### config.mk
export PLATFORM = sky130hd
export DESIGN_NAME = jmisc_irq_seq
export DESIGN_NICKNAME = d
export VERILOG_FILES = /design/src/rtl/jmisc_pkg.sv /design/src/rtl/jmisc_prio_pick.sv /design/src/rtl/jmisc_irq_seq.sv
export SDC_FILE = /design/constraint.sdc
export NUM_CORES = 1
export LEC_CHECK = 0
export BUFFER_PORTS_ARGS = -buffer_cell sky130_fd_sc_hd__buf_2
export CAP_MARGIN = 20
export CORE_UTILIZATION = 53
export DETAILED_ROUTE_END_ITERATION = 7
export PLACE_DENSITY_LB_ADDON = 0.1
export SETUP_SLACK_MARGIN = 0.2
export SYNTH_ARGS = -nofsm -noshare
export SYNTH_HDL_FRONTEND = slang
export SYNTH_SLANG_ARGS = --single-unit
### constraint.sdc
create_clock -name sys_clk -period 3.2 [get_ports sys_clk]
set_input_delay 0.64 -clock sys_clk [delete_from_list [all_inputs] [get_ports sys_clk]]
set_output_delay 0.64 -clock sys_clk [all_outputs]
set_load 0.01 [all_outputs]
### src/rtl/jmisc_pkg.sv
// Shared types and constants for the JERRY misc interrupt sequencer.
package jmisc_pkg;

  localparam int NSRC  = 6;
  localparam int IDX_W = 3;

  typedef enum logic [2:0] {
    IDLE,
    SELECT,
    OFFER,
    CLEAR,
    HOLD
  } seq_state_t;

  localparam logic [IDX_W-1:0] SRC_EXT  = 3'd0;
  localparam logic [IDX_W-1:0] SRC_DSP  = 3'd1;
  localparam logic [IDX_W-1:0] SRC_TIM0 = 3'd2;
  localparam logic [IDX_W-1:0] SRC_TIM1 = 3'd3;
  localparam logic [IDX_W-1:0] SRC_UART = 3'd4;
  localparam logic [IDX_W-1:0] SRC_I2S  = 3'd5;

  // Ack field of an INT1 write: one bit per source, in din[13:8].
  function automatic logic [5:0] onehot6(input logic [IDX_W-1:0] idx);
    logic [5:0] v;
    v = '0;
    v[idx] = 1'b1;
    return v;
  endfunction

endpackage

### src/rtl/jmisc_prio_pick.sv
// Rotating priority encoder: first set request scanning upward from ptr, with wrap.
module jmisc_prio_pick
  import jmisc_pkg::*;
#(
  parameter int N = NSRC
) (
  input  logic [N-1:0]     req,
  input  logic [IDX_W-1:0] ptr,
  output logic             valid,
  output logic [IDX_W-1:0] idx
);

  always_comb begin
    int pos;
    // NOTE: every output gets a default before the scan so no path leaves it unassigned (no latch).
    valid = 1'b0;
    idx   = '0;
    pos   = 0;
    for (int k = 0; k < N; k++) begin
      pos = (int'(ptr) + k) % N;
      if (!valid && req[pos]) begin
        valid = 1'b1;
        idx   = IDX_W'(pos);
      end
    end
  end

endmodule

### src/rtl/jmisc_irq_seq.sv
// Interrupt sequencer: picks a pending source, offers it to the CPU, then
// issues the INT1 clear write itself on a free jmisc clk_en slot.
module jmisc_irq_seq
  import jmisc_pkg::*;
#(
  parameter int ROTATE  = 1,
  parameter int HOLDOFF = 2
) (
  input  logic             sys_clk,
  input  logic             resetl,
  input  logic             clk_en,
  input  logic [NSRC-1:0]  pend,
  input  logic             host_int1w,
  input  logic [15:0]      host_din,
  input  logic             irq_ack,
  output logic             irq_req,
  output logic [IDX_W-1:0] irq_vec,
  output logic             busy,
  output logic             int1w,
  output logic [15:0]      din
);

  localparam int HCNT_W = (HOLDOFF > 1) ? $clog2(HOLDOFF) : 1;
  localparam logic [HCNT_W-1:0] HOLD_LAST = (HOLDOFF > 1) ? HCNT_W'(HOLDOFF - 1) : '0;

  seq_state_t        state_q, state_d;
  logic [IDX_W-1:0]  winner_q;
  logic [IDX_W-1:0]  rr_ptr_q;
  logic [5:0]        ie_shadow_q;
  logic [HCNT_W-1:0] hold_cnt_q;

  logic              pick_valid;
  logic [IDX_W-1:0]  pick_idx;
  logic [IDX_W-1:0]  pick_ptr;
  logic              seq_w;
  logic [15:0]       seq_din;

  assign pick_ptr = (ROTATE != 0) ? rr_ptr_q : '0;

  jmisc_prio_pick #(.N(NSRC)) u_pick (
    .req   (pend),
    .ptr   (pick_ptr),
    .valid (pick_valid),
    .idx   (pick_idx)
  );

  always_comb begin
    state_d = state_q;
    seq_w   = 1'b0;
    irq_req = 1'b0;
    case (state_q)
      IDLE:   if (|pend) state_d = SELECT;
      SELECT: state_d = pick_valid ? OFFER : IDLE;
      OFFER: begin
        irq_req = 1'b1;
        // Ack beats a simultaneous host-side clear of the same bit.
        if (irq_ack)              state_d = CLEAR;
        else if (!pend[winner_q]) state_d = HOLD;
      end
      CLEAR: begin
        if (clk_en && !host_int1w) begin
          seq_w   = 1'b1;
          state_d = HOLD;
        end
      end
      HOLD:    if (hold_cnt_q == HOLD_LAST) state_d = IDLE;
      default: state_d = IDLE;
    endcase
  end

  // NOTE: reset is synchronous (sampled on sys_clk), and all state uses non-blocking assignments.
  always_ff @(posedge sys_clk) begin
    if (!resetl) begin
      state_q     <= IDLE;
      winner_q    <= '0;
      rr_ptr_q    <= '0;
      ie_shadow_q <= '0;
      hold_cnt_q  <= '0;
    end else begin
      state_q <= state_d;
      if (host_int1w) ie_shadow_q <= host_din[5:0];
      if (state_q == SELECT && pick_valid) winner_q <= pick_idx;
      if (seq_w && ROTATE != 0)
        rr_ptr_q <= (winner_q == IDX_W'(NSRC - 1)) ? '0 : winner_q + 1'b1;
      hold_cnt_q <= (state_q == HOLD) ? hold_cnt_q + 1'b1 : '0;
    end
  end

  // The clear write re-states the current enables so ie[5:0] is never disturbed.
  assign seq_din = {2'b00, onehot6(winner_q), 2'b00, ie_shadow_q};

  assign int1w   = host_int1w | (seq_w & resetl);
  assign din     = host_int1w ? host_din : seq_din;
  assign irq_vec = winner_q;
  assign busy    = (state_q != IDLE);

endmodule

==> Word-level counts from Yosys, hierarchy flattened <==
Cells that the tools add are included.
{ "op_classes": {"add_sub_neg": 7, "n_div": 6, "order_cmp": 8, "n_eq_ne": 9, "n_mux": 46, "bitwise_logic": 2, "reduce_logical": 19} }
{ "ops": {"columns": ["op", "count"], "rows": [
  ["$lt 32x5->1 const B", 6],
  ["$mod 32x4->32 const B", 5],
  ["$mux 3", 12],
  ["$mod 4x4->32 const B", 1],
  ["$mux 1", 23],
  ["$bmux 1 s3", 7],
  ["$mux 16", 1],
  ["$pmux 3 s5", 1],
  ["$add 3x2->4 const B", 2],
  ["$add 3x3->4 const B", 2],
  ["$logic_and 1x1->1", 8],
  ["$eq 3x2->1 const B", 2],
  ["$eq 3x3->1 const B", 2],
  ["$logic_not 1->1", 6],
  ["$ne 2x2->1 const B", 3],
  ["$reduce_or 6->1", 1],
  ["$add 3x1->4 const B", 1],
  ["$lt 3x4->1 const B", 1],
  ["$reduce_and 4->1", 1],
  ["$add 3x1->3 const B", 1],
  ["$demux 1 s3", 1],
  ["$eq 3x1->1 const B", 1],
  ["$ge 3x1->1 const B", 1],
  ["$logic_not 3->1", 1],
  ["7 further kinds", 7]
]} }
{ "word_totals": {"regBits": 16, "input_bits": 27, "wordCells": 102} }

==> Depth between registers and ports, before layout <==
Gate-level depths: netlist of run 1.
{ "logic_depth": {"depth_word": 22, "depth_mapped": 14, "mapped_depth_nobuf": 13} }

==> By module <==
Synthesis of run 1 repeated with hierarchy kept, for this count alone.
{ "unflattened": {"cells_unflattened": 230, "area_unflattened_um2": 1909.3} }
{ "by_module_without_submodules": {"columns": ["mod", "instances", "cells_per_inst", "area_each_um2"], "rows": [
  ["jmisc_prio_pick", 1, 122, 962.2],
  ["jmisc_irq_seq", 1, 108, 947.2]
]} }

==> Least setup slack after synthesis of run 1 <==
OpenSTA, ideal clock, no wires.
{ "synth_path": {"path_type": "reg-to-reg", "startpoint": "register rr_ptr_q[0] (netlist: pick_ptr[0])", "endpoint": "register winner_q[1] (netlist: irq_vec[1])", "setup_time_ps": 137, "arrival_ps": 2808, "required_time_ps": 3063, "setup_slack_ps": 255, "stages_incl_launch_ff": 15, "path_buffers": 2, "synth_period_minus_slack_ps": 2945, "cell_sequence": "dfxtp_1 > buf_6 > buf_2 > inv_1 > ha_1 > xnor2_2 > ha_1 > inv_1 > a31oi_2 > o21bai_1 > a221oi_2 > a22oi_2 > mux2i_1 > a2111oi_2 > a2111oi_2"} }
{ "synth_between": {"elab_chain_cells": 21} }
{ "synth_rtl": {"columns": ["element", "line", "rtl"], "rows": [
  ["from (decl)", "jmisc_irq_seq.sv:28", "logic [IDX_W-1:0] rr_ptr_q;"],
  ["from (signal assigned)", "jmisc_irq_seq.sv:84", "rr_ptr_q <= (winner_q == IDX_W'(NSRC - 1)) ? '0 : winner_q + 1'b1;"],
  ["parallel branches: the longest is 21 deep, another holds $mod 32x4->32", null, null],
  ["to (signal assigned)", "jmisc_irq_seq.sv:82", "if (state_q == SELECT && pick_valid) winner_q <= pick_idx;"],
  ["to (decl)", "jmisc_irq_seq.sv:27", "logic [IDX_W-1:0] winner_q;"]
]} }
Parallel ways; which one is timed is not known. The select of a mux whose other input is x is not followed.
A chain may end at the register's enable or synchronous reset.

==> Final worst setup path of run 1 <==
{ "layout_path": {"startpoint": "register rr_ptr_q[2] (netlist: pick_ptr[2])", "endpoint": "register winner_q[1] (netlist: irq_vec[1])"} }
Same word-level chain as after synthesis.

==> metrics.md, run 1 <==
| Metric | Value |
|---|---|
| Outcome | `complete, no violations` |
| Pwr/cell area | `395 nW/um^2` |
| Synth Register Bits | `16` |
| Final Hold Viols | `0` |
| Vias/cell | `5.99` |
| Slew Viols, Final | `0` |
| Yosys warnings | `0` |
| Critical path data required time | `3410 ps` |
| Main synth FF type | `dfxtp_1` |
| DR vias | `1929` |
| Final HPWL DP | `3.60 mm` |
| Ant diodes | `0` |
| Cells along the critical path | `buf_4 > ha_2 > a21oi_4 > inv_1 > ha_1 > inv_1 > a31oi_4 > and2_1 > a31o_1 > a22oi_2 > mux2i_1 > a2111oi_2 > a2111oi_2` |
| Post-Syn Area | `1810 um^2` |
| Chip Height | `60.4 um` |
| Final setup violation count | `0` |
| Worst-skew pair later-pin latency | `300 ps` |
| TritonCTS clock tree | `yes` |
| Sw Pwr | `0.000377 W` |
| CP endpoint kind | `flip-flop` |
| R2r setup slk | `330 ps` |
| Max Clk Rate | `348 MHz` |
| Worst-case reg-to-reg path depth | `13` |
| Initial DRC Count | `156` |
| Pint | `0.000503 W` |
| Total negative setup slack | `0 ps` |
| Chip width | `60.4 um` |
| Maxcap violations | `0` |
| Die area | `3650 um^2` |
| H-tree depth | `1` |
| RSZ-0062 raised after global routing | `false` |
| Final wirelength | `4.91 mm` |
| Most common cell after layout, fill and taps aside | `buf_2` |
| Most frequent cells in the layout | `buf_2, nand2_1, and2_1` |
| Share of cells above drive strength 1 | `34.9%` |
| Reg-to-Reg Start | `pick_ptr[2]` |
| Hold depth | `2` |
| Nets | `316` |
| Hold slack | `542 ps` |
| Post-synthesis average cell area | `7.90 um^2` |
| Slew headroom | `58.6%` |
| Hold Crit Start | `pick_ptr[2]` |
| Crit-path max cell delay | `340 ps` |
| Mapped Nets | `266` |
| Static leakage | `0.925 nW` |
| R2r endpoint | `irq_vec[1]` |
| Post-synth EDFFs | `0` |
| Port bufs | `48` |
| Clock power share | `16.1%` |
| RePlAce Congestion | `0.897` |
| GRT Total Usage | `27.5%` |
| Period utilisation layout | `89.7%` |
| Gate Count Post-Synth | `229` |
| Critical path startpoint category | `flip-flop` |
| Netlist cell types | `67` |
| IO Pins | `49` |
| Core Box Area | `3150 um^2` |
| Pin count of the biggest net entering global routing | `25` |
| Wirelength per Cell | `15.3 um` |
| Peak supply drop | `379 uV` |
| Crit path max fanout | `13` |
| Sequential power share | `32.4%` |
| Comb power frac | `51.5%` |
| Sequential element share of the synthesized area | `17.7%` |
| Initial antenna violation count | `0` |
| Synth async-reset ratio | `0%` |
| Slew @ Worst Pin | `604 ps` |
| First-pass GRT wire length | `7.49 mm` |
| Cts bufs inserted | `3` |
| Final Skew | `1.82 ps` |
| Fill cells | `293` |
| Area grow syn2layout | `23.1%` |
| Root Buffer Master | `clkbuf_4` |
| CP max stage cell | `dfxtp_2` |
| Vias in the first global route | `1591` |
| Worst hold-check path type | `reg2reg` |
| WP data arrival | `3080 ps` |
| Global route overflow | `0` |
| DR DRC count | `0` |
| Shortest period the worst path allows | `2870 ps` |
| # clock sinks | `16` |
| DRT Pass-1 Iters | `5` |
| Crit Path Category | `reg2reg` |
| Sw Share | `42.8%` |
| WHS Endpoint | `pick_ptr[2]` |
| Clock buffer depth | `2` |
| Placement Rows | `20` |
| Final ANT Viol Nets | `0` |
| Initial core utilization | `57.3%` |
| CTS clock-pin slew for the worst setup and hold paths | `100 ps` |
-- routing by layer --
metal / GRT usage [%] / up-vias / part of all wire (%)
met2: 40.7 / 89 / 46
met1: 41.5 / 890 / 45
met3: 5.54 / 8 / 7.1
met4: 4.32 / 0 / 1.5
li1: - / 942 / -
met5: 0 / - / 0
-- state kept, by name (all words and copies together) (netlist names) --
register and count:
irq_vec 3, ie_shadow_q 6, pick_ptr 3, hold_cnt_q 1, state_q 3
-- per-stage QoR --
stage	instances	utilization (%)	worst slack (ps)	total power [W]	cell area (um^2)
global route	322	70.6	118	0.000937	2230
floorplan	229	-	255	0.000575	1810
finish	322	70.6	329	0.000880	2230
CTS	319	67.4	232	0.000840	2130
detailed placement	315	66.2	159	0.000702	2090
global placement	315	66.2	280	0.000695	2090
-- cell usage after synthesis (2+ instances only) --
master	instances	share of area [%]
a21oi_1	12	3.3
ha_1	10	6.9
o221ai_1	2	0.97
mux2_4	2	1.7
nand3_1	5	1.4
nand2b_1	3	1.0
a211oi_1	3	1.2
o211ai_1	3	1.2
nor3_1	6	1.7
a31oi_1	3	1.0
nand3b_1	4	1.7
nand2_1	24	5.0
mux2_2	9	5.6
inv_1	12	2.5
o21ai_0	11	3.0
o21ai_1	2	0.55
clkbuf_1	4	0.83
mux2i_1	11	6.1
or4_1	2	0.83
nor2_1	13	2.7
a2111oi_2	2	1.7
dfxtp_1	16	18
o41ai_1	3	1.5
nor2b_1	3	1.0
buf_2	6	1.7
and2_1	14	4.8
nor3b_1	2	0.83
xnor2_1	3	1.5
-- critical path, delay by kind of cell (launching register included) --
| family | cells | cell delay (ps) |
|---|---|---|
| simple gates | 1 | 190 |
| compound gates | 6 | 1140 |
| mux | 1 | 260 |
| fa+ha+maj | 2 | 500 |
| flops | 1 | 340 |
| buf+inv | 3 | 350 |
-- power by group through the flow --
stage                     Combinational [W]  Clock, W  Sequential (W)
after detailed placement           0.000415         0        0.000288
after global placement             0.000408         0        0.000287
after floorplan                    0.000298         0        0.000277
after global routing               0.000493  0.000152        0.000291
after CTS                          0.000417  0.000139        0.000284
final                              0.000453  0.000141        0.000285
-- cell type report --
| cell class | count | area (um^2) | share of cell area, % |
|---|---|---|---|
| well taps | 44 | 55.1 | 2.47 |
| clock buffers | 4 | 36.3 | 1.63 |
| flip-flops and latches | 16 | 329 | 14.8 |
| repair buffers | 58 | 315 | 14.2 |
| inverters | 13 | 48.8 | 2.19 |
| multi-input cells | 187 | 1440 | 64.8 |
-- repair_timing --
| item | 4_1_cts | 5_1_grt |
|---|---|---|
| setup buffers | 0 | 3 |
| pin swaps | 0 | 5 |
| endpoints found under the setup margin | 1 | 4 |
| gates resized for setup | 1 | 19 |
| hold endpoints to repair | 0 | 0 |
| hold buffers | 0 | 0 |
-- kinds of logic (layout without fill, tap and decap cells) --
group | count (synthesis) | in the layout | synth area share [%]
multiplexers | 23 | 23 | 14.1
adder cells (fa/ha/maj) | 10 | 10 | 6.92
XOR/XNOR | 5 | 5 | 2.84
flip-flops | 16 | 16 | 17.7
buffers and inverters | 26 | 75 | 6.44
AO/OA/AOI/OAI | 65 | 65 | 27.5
AND/OR/NAND/NOR | 84 | 84 | 24.5
-- worst max-delay path by stage --
| stage | from | end | slack (ps) |
|---|---|---|---|
| final | pick_ptr[2] | irq_vec[1] | 330 |
| after global routing | pick_ptr[2] | irq_vec[1] | 120 |
| after floorplan | pick_ptr[0] | irq_vec[1] | 250 |
| after global placement | pick_ptr[1] | irq_vec[1] | 280 |
| after detailed placement | pick_ptr[1] | irq_vec[1] | 160 |
| after CTS | pick_ptr[2] | irq_vec[1] | 230 |
(Power assumes the default switching activity.)
==> run 2, diff against run 1 <==
Settings changed: PLACE_DENSITY set to 0.87, PLACE_DENSITY_LB_ADDON 0.1 to unset.
==> metrics.md, run 2 (synthesis gave the netlist of run 1 again) <==
| Metric | Value |
|---|---|
| Critical path startpoint category | `flip-flop` |
| Ant diodes | `0 (unchanged)` |
| Peak supply drop | `395 uV (+4.3%)` |
| IO Pins | `49 (unchanged)` |
| Fill cells | `285 (-2.7%)` |
| Vias in the first global route | `1841 (+16%)` |
| Slew Viols, Final | `0 (unchanged)` |
| Most common cell after layout, fill and taps aside | `buf_2` |
| R2r setup slk | `200 ps (-130 ps)` |
| Slew @ Worst Pin | `522 ps (-81.2 ps)` |
| H-tree depth | `1 (unchanged)` |
| CTS Hold Bufs | `0 (unchanged)` |
| Wirelength per Cell | `17.1 um (+12%)` |
| Crit-path max cell delay | `420 ps (+80 ps)` |
| Pwr/cell area | `395 nW/um^2 (about the same)` |
| DRT Pass-1 Iters | `7 (+2)` |
| Hold slack | `567 ps (+25.0 ps)` |
| Final wirelength | `5.53 mm (+13%)` |
| Outcome | `complete, no violations` |
| CTS clock-pin slew for the worst setup and hold paths | `100 ps (about the same)` |
| Reg-to-Reg Start | `pick_ptr[0]` |
| Port bufs | `48 (unchanged)` |
| Clock buffer depth | `2 (unchanged)` |
| Max reg flops | `6 (unchanged)` |
| Maxcap violations | `0 (unchanged)` |
| DR DRC count | `0 (unchanged)` |
| Final ANT Viol Nets | `0 (unchanged)` |
| Chip Height | `60.4 um (unchanged)` |
| Initial DRC Count | `214 (+37%)` |
| Share of cells above drive strength 1 | `34.3% (-0.61 points)` |
| Global route overflow | `0 (unchanged)` |
| RSZ-0062 raised after global routing | `true` |
| Chip width | `60.4 um (unchanged)` |
| Worst Path Buf+Inv | `2 (-1)` |
| Worst-case reg-to-reg path depth | `12 (-1)` |
| Shortest period the worst path allows | `3000 ps (+127 ps)` |
| # clock sinks | `16 (unchanged)` |
| Slew headroom | `64.2% (+5.6 points)` |
| Hold Crit Start | `hold_cnt_q` |
| GRT Total Usage | `29.0% (+1.5 points)` |
| CP endpoint kind | `flip-flop` |
| Hold depth | `2 (unchanged)` |
| Crit Path Category | `reg2reg` |
| First-pass GRT wire length | `7.96 mm (+6.4%)` |
| Final HPWL DP | `3.91 mm (+8.8%)` |
| Final setup violation count | `0 (unchanged)` |
| Most frequent cells in the layout | `buf_2, nand2_1, and2_1, dfxtp_1, nor2_1` |
| Die area | `3650 um^2 (unchanged)` |
| Worst-skew pair later-pin latency | `300 ps (about the same)` |
| Vias/cell | `6.32 (+5.5%)` |
| Pin count of the biggest net entering global routing | `25 (unchanged)` |
| Largest reg by FF count | `ie_shadow_q` |
| WP data arrival | `3180 ps (+100 ps)` |
| Placement Rows | `20 (unchanged)` |
| Cells along the critical path | `inv_1 > ha_2 > xnor2_2 > ha_1 > inv_1 > a31oi_4 > o21bai_1 > a221oi_2 > a22oi_2 > mux2i_1 > a2111oi_2 > a2111oi_2` |
| Cts bufs inserted | `3 (unchanged)` |
| TritonCTS clock tree | `yes` |
| Period utilisation layout | `93.7% (+4.0 points)` |
| Crit path max fanout | `7 (-6)` |
| Worst hold-check path type | `reg2reg` |
| Critical path data required time | `3380 ps (-30 ps)` |
| Static leakage | `0.932 nW (+0.80%)` |
| DR vias | `2048 (+6.2%)` |
| Crit. Startpoint | `pick_ptr[0]` |
| Initial antenna violation count | `0 (unchanged)` |
| Root Buffer Master | `clkbuf_4` |
| Nets | `318 (+0.63%)` |
| CP max stage cell | `a2111oi_2` |
| Initial core utilization | `57.3% (unchanged)` |
| RePlAce Congestion | `0.929 (+3.7%)` |
| Core Box Area | `3150 um^2 (unchanged)` |
| Area grow syn2layout | `23.0%` |
| Final Skew | `2.36 ps (+0.535 ps)` |
| Max Clk Rate | `334 MHz (-4.2%)` |
| WHS Endpoint | `hold_cnt_q` |
| Total negative setup slack | `0 ps (unchanged)` |
| Largest delay share family, worst path | `compound AO/OA/AOI/OAI gates` |
| Final Hold Viols | `0 (unchanged)` |
| R2r endpoint | `irq_vec[1]` |
-- run 2: cell count changes in the layout (fill, tap and decap cells not counted) --
| cell | previous run | this run |
|---|---|---|
| xnor2_2 | 0 | 1 |
| a211oi_2 | 1 | 0 |
| xnor2_4 | 1 | 0 |
| o21ai_2 | 1 | 0 |
| dfxtp_2 | 1 | 0 |
| buf_4 | 10 | 11 |
| a211oi_1 | 2 | 3 |
| o21ai_0 | 10 | 11 |
| buf_6 | 0 | 1 |
| dfxtp_1 | 13 | 14 |
-- run 2: report_power, final --
| group | leakage (nW) | internal [W] | switching, W | total [W] |
|---|---|---|---|---|
| clock | 0.0210 | 0.0000695 | 0.0000701 | 0.000140 |
| sequential | 0.133 | 0.000232 | 0.0000495 | 0.000281 |
| combinational | 0.779 | 0.000200 | 0.000258 | 0.000458 |
| total | 0.932 | 0.000501 | 0.000378 | 0.000879 |
-- run 2: worst max-delay path by stage --
| stage | slack (ps) | end | depth (start not counted) |
|---|---|---|---|
| 6_report | 200 | irq_vec[1] | 12 |
| 5_1_grt | 50 | irq_vec[1] | 13 |
| 4_1_cts | 220 | irq_vec[1] | 13 |
| 3_5_place_dp | 30 | irq_vec[1] | 13 |
| 3_3_place_gp | 230 | irq_vec[1] | 13 |
| 2_1_floorplan | 250 | irq_vec[1] | 14 |
-- run 2: cell type report --
type	instances	area [um^2]	area share [%]
Multi-Input combinational cell	187	1420	63.9
Sequential cell	16	328	14.7
Clock buffer	4	36.3	1.63
Tap cell	44	55.1	2.48
Timing Repair Buffer	60	334	15.0
Inverter	13	48.8	2.19
-- run 2: worst min-delay path, delay by kind of cell (launching register included) --
| kind | cells | cell delay, ps |
|---|---|---|
| flip-flops | 1 | 320 |
| AND/OR/NAND/NOR | 2 | 210 |
-- run 2: repair_timing --
item / 4_1_cts / 5_1_grt
gates resized for setup: 3 / 13
pin swaps: 3 / 4
setup endpoints to repair: 3 / 3
buffers inserted: 1 / 4
-- run 2: metrics by stage --
step	instance area (um^2)	utilization (%)	power [W]	setup slack [ps]	cells
CTS	2140	67.8	0.000846	218	320
global placement	2090	66.2	0.000692	232	315
finish	2220	70.5	0.000879	203	324
detailed placement	2090	66.2	0.000704	28.5	315
global route	2220	70.5	0.000930	53.7	324
floorplan	1810	-	0.000575	255	229
-- run 2: per-layer routing --
metal | wire length [um] | global-route usage [%] | up-vias | share of wire [%]
met5 | 0 | 0 | - | 0
met4 | 169 | 14.0 | 0 | 3.1
met3 | 434 | 5.33 | 17 | 7.8
met2 | 2890 | 52.0 | 121 | 52
met1 | 2030 | 32.9 | 962 | 37
li1 | - | - | 948 | -
==> run 3, diff against run 2 <==
--- a/config.mk
+++ b/config.mk
@@ -7,2 +7,3 @@
 export LEC_CHECK = 0
+export ABC_AREA = 1
 export BUFFER_PORTS_ARGS = -buffer_cell sky130_fd_sc_hd__buf_2
==> constraint.sdc (replaced) <==
create_clock -name sys_clk -period 3.2 [get_ports sys_clk]
set_input_delay 0.16 -clock sys_clk [delete_from_list [all_inputs] [get_ports sys_clk]]
set_output_delay 0.16 -clock sys_clk [all_outputs]
set_load 0.01 [all_outputs]
==> metrics.md, run 3 <==
| Metric | Value |
|---|---|
| Slew headroom | `64.6% (+0.43 points)` |
| Main synth FF type | `dfxtp_1` |
| Placement Rows | `20 (unchanged)` |
| Post-Syn Area | `1770 um^2 (-2.1%)` |
| Global route overflow | `0 (unchanged)` |
| First-pass GRT wire length | `7.28 mm (-8.6%)` |
| Met3 GRT Util | `1.73% (-3.6 points)` |
| Most used routing layer | `met2` |
| Outcome | `complete, no violations` |
| Critical path data required time | `3430 ps (+50 ps)` |
| Mapped Nets | `354 (+33%)` |
| Post-synthesis average cell area | `5.59 um^2 (-29%)` |
| Inst Count DP | `405 (+29%)` |
| Wirelength per Cell | `10.7 um (-37%)` |
| DRT Pass-1 Iters | `4 (-3)` |
| Chip width | `59.8 um (-1.0%)` |
| Initial core utilization | `57.1% (-0.28 points)` |
| Sequential element share of the synthesized area | `18.1% (+0.38 points)` |
| Post-synth top area share | `22.7% (+5.0 points)` |
| Gate Count Post-Synth | `317 (+38%)` |
| Maxcap violations | `0 (unchanged)` |
| RePlAce Congestion | `0.937 (+0.83%)` |
| Core Box Area | `3100 um^2 (-1.6%)` |
| Hold depth | `3 (+1)` |
| Max Clk Rate | `369 MHz (+11%)` |
| R2r endpoint | `irq_vec[2]` |
| Yosys warnings | `0 (unchanged)` |
| CTS clock-pin slew for the worst setup and hold paths | `100 ps (about the same)` |
| Vias in the first global route | `1834 (-0.38%)` |
| Period utilisation layout | `84.7% (-9.0 points)` |
| CTS resizes | `0 (-3)` |
| Max reg flops | `6 (unchanged)` |
| Total negative setup slack | `0 ps (unchanged)` |
| DR DRC count | `0 (unchanged)` |
| Nets | `403 (+27%)` |
| Final Total Pwr | `0.000869 W (-1.1%)` |
| Initial DRC Count | `116 (-46%)` |
| Critical path startpoint category | `flip-flop` |
| Cts bufs inserted | `3 (unchanged)` |
| Final instance area | `2100 um^2 (-5.5%)` |
| Top post-synthesis cells by area | `nand2_1, dfxtp_1, inv_1, nand3_1, ha_1` |
| Final Skew | `8.53 ps (+6.17 ps)` |
| Most common cell after layout, fill and taps aside | `nand2_1` |
| Synth Register Bits | `16 (unchanged)` |
| Slew @ Worst Pin | `525 ps (+2.94 ps)` |
| Met1 usage | `32.8% (-0.090 points)` |
| Share of cells above drive strength 1 | `22.2% (-12 points)` |
| GRT Total Usage | `26.3% (-2.7 points)` |
| Final Instance Count excl. Fillers | `409 (+26%)` |
| Peak supply drop | `438 uV (+11%)` |
| Crit Path Category | `reg2reg` |
| Chip Height | `59.8 um (-1.0%)` |
| Initial antenna violation count | `0 (unchanged)` |
| Pin count of the biggest net entering global routing | `19 (-24%)` |
| WP data arrival | `2940 ps (-240 ps)` |
| # clock sinks | `16 (unchanged)` |
| RSZ-0062 raised after global routing | `false` |
| Final setup violation count | `0 (unchanged)` |
| Final core area utilization | `67.7% (-2.8 points)` |
| Pwr/cell area | `413 nW/um^2 (+4.6%)` |
| Static leakage | `1.17 nW (+25%)` |
| Worst hold-check path type | `in2reg` |
| CP endpoint kind | `flip-flop` |
| Worst-skew pair later-pin latency | `290 ps (about the same)` |
| Port bufs | `48 (unchanged)` |
| Setup Fix Bufs, Post-CTS | `0 (-1)` |
| H-tree depth | `1 (unchanged)` |
| Ant diodes | `0 (unchanged)` |
| Synth area leader | `nand2_1` |
| Clock buffer depth | `2 (unchanged)` |
| TritonCTS clock tree | `yes` |
| Largest reg by FF count | `ie_shadow_q` |
| Area grow syn2layout | `18.7%` |
| Crit path max fanout | `7 (unchanged)` |
| Synth async-reset ratio | `0% (unchanged)` |
| Grt met2 use | `46.7% (-5.3 points)` |
| Reg-to-Reg Start | `pick_ptr[1]` |
| Die area | `3580 um^2 (-2.0%)` |
| Most common cell in the netlist | `nand2_1` |
| R2r setup slk | `490 ps (+290 ps)` |
| Netlist cell types | `31 (-54%)` |
| Final HPWL DP | `3.62 mm (-7.6%)` |
| Slew Viols, Final | `0 (unchanged)` |
| DP Area | `2050 um^2 (-1.9%)` |
| Root Buffer Master | `clkbuf_4` |
| Shortest period the worst path allows | `2710 ps (-287 ps)` |
| WHS Endpoint | `ie_shadow_q[1]` |
| Final ANT Viol Nets | `0 (unchanged)` |
| Final wirelength | `4.37 mm (-21%)` |
| Synth cell count leaders | `nand2_1, inv_1, nand3_1, o21ai_0` |
| Most frequent cells in the layout | `nand2_1, buf_2, inv_1` |
| Final Hold Viols | `0 (unchanged)` |
| CTS Hold Bufs | `0 (unchanged)` |
| Post-synth EDFFs | `0 (unchanged)` |
| Vias/cell | `5.18 (-18%)` |
| DR vias | `2118 (+3.4%)` |
| Hold Crit Start | `host_din[1]` |
| Worst-case reg-to-reg path depth | `20 (+8)` |
| IO Pins | `49 (unchanged)` |
## run 3: per-stage QoR
step	hold WS (ps)	setup slack, ps
after floorplan	283	690
after global placement	431	381
after detailed placement	442	310
after CTS	123	283
after global routing	131	229
final	125	490
## run 3: area by class of cell
class,instances,area [um^2]
Clock buffer,4,36.3
Fill cell,294,1000
Inverter,52,195
Multi-Input combinational cell,243,1230
Sequential cell,16,325
Tap cell,44,55.1
Timing Repair Buffer,50,255
## run 3: cells by family after synthesis
kind of cell / synth area share, %
and+or+nand+nor: 44.9
buffers and inverters: 12.8
AOI/OAI and AO/OA: 17.2
DFF: 18.1
adders and majority gates: 7.07
## run 3: power breakdown
group | switching [W] | leakage, nW | internal, W
clock | 0.0000641 | 0.0210 | 0.0000694
sequential | 0.0000385 | 0.132 | 0.000232
combinational | 0.000302 | 1.01 | 0.000162
## run 3: worst max path at each step
| stage | start | end |
|---|---|---|
| after global placement | pick_ptr[2] | irq_vec[1] |
| after detailed placement | pick_ptr[2] | irq_vec[2] |
| after floorplan | pick_ptr[0] | irq_vec[1] |
| final | pick_ptr[1] | irq_vec[2] |
| after global routing | pick_ptr[1] | irq_vec[2] |
| after CTS | pick_ptr[2] | irq_vec[2] |
## run 3: layer usage
metal / vias to the layer above / part of all wire (%)
li1: 1121 / -
met1: 929 / 46
met2: 61 / 48
met3: 7 / 4.8
met4: 0 / 1.2
met5: - / 0
## run 3: worst max-delay path: stages (launching register included)
cell     delay, ps
dfxtp_2        390
inv_1          100
ha_1           280
a21oi_4        230
inv_2           50
ha_1           280
nor2_1         100
nand3_1         70
nand2_1        100
nand2_1         70
nand2_1         60
nand2_1         60
inv_1           80
nand3_1         80
nand2_2        130
inv_2           60
nand4_1        110
nand2_2        120
nor2_1         120
nand2_1         60
a21oi_1        110
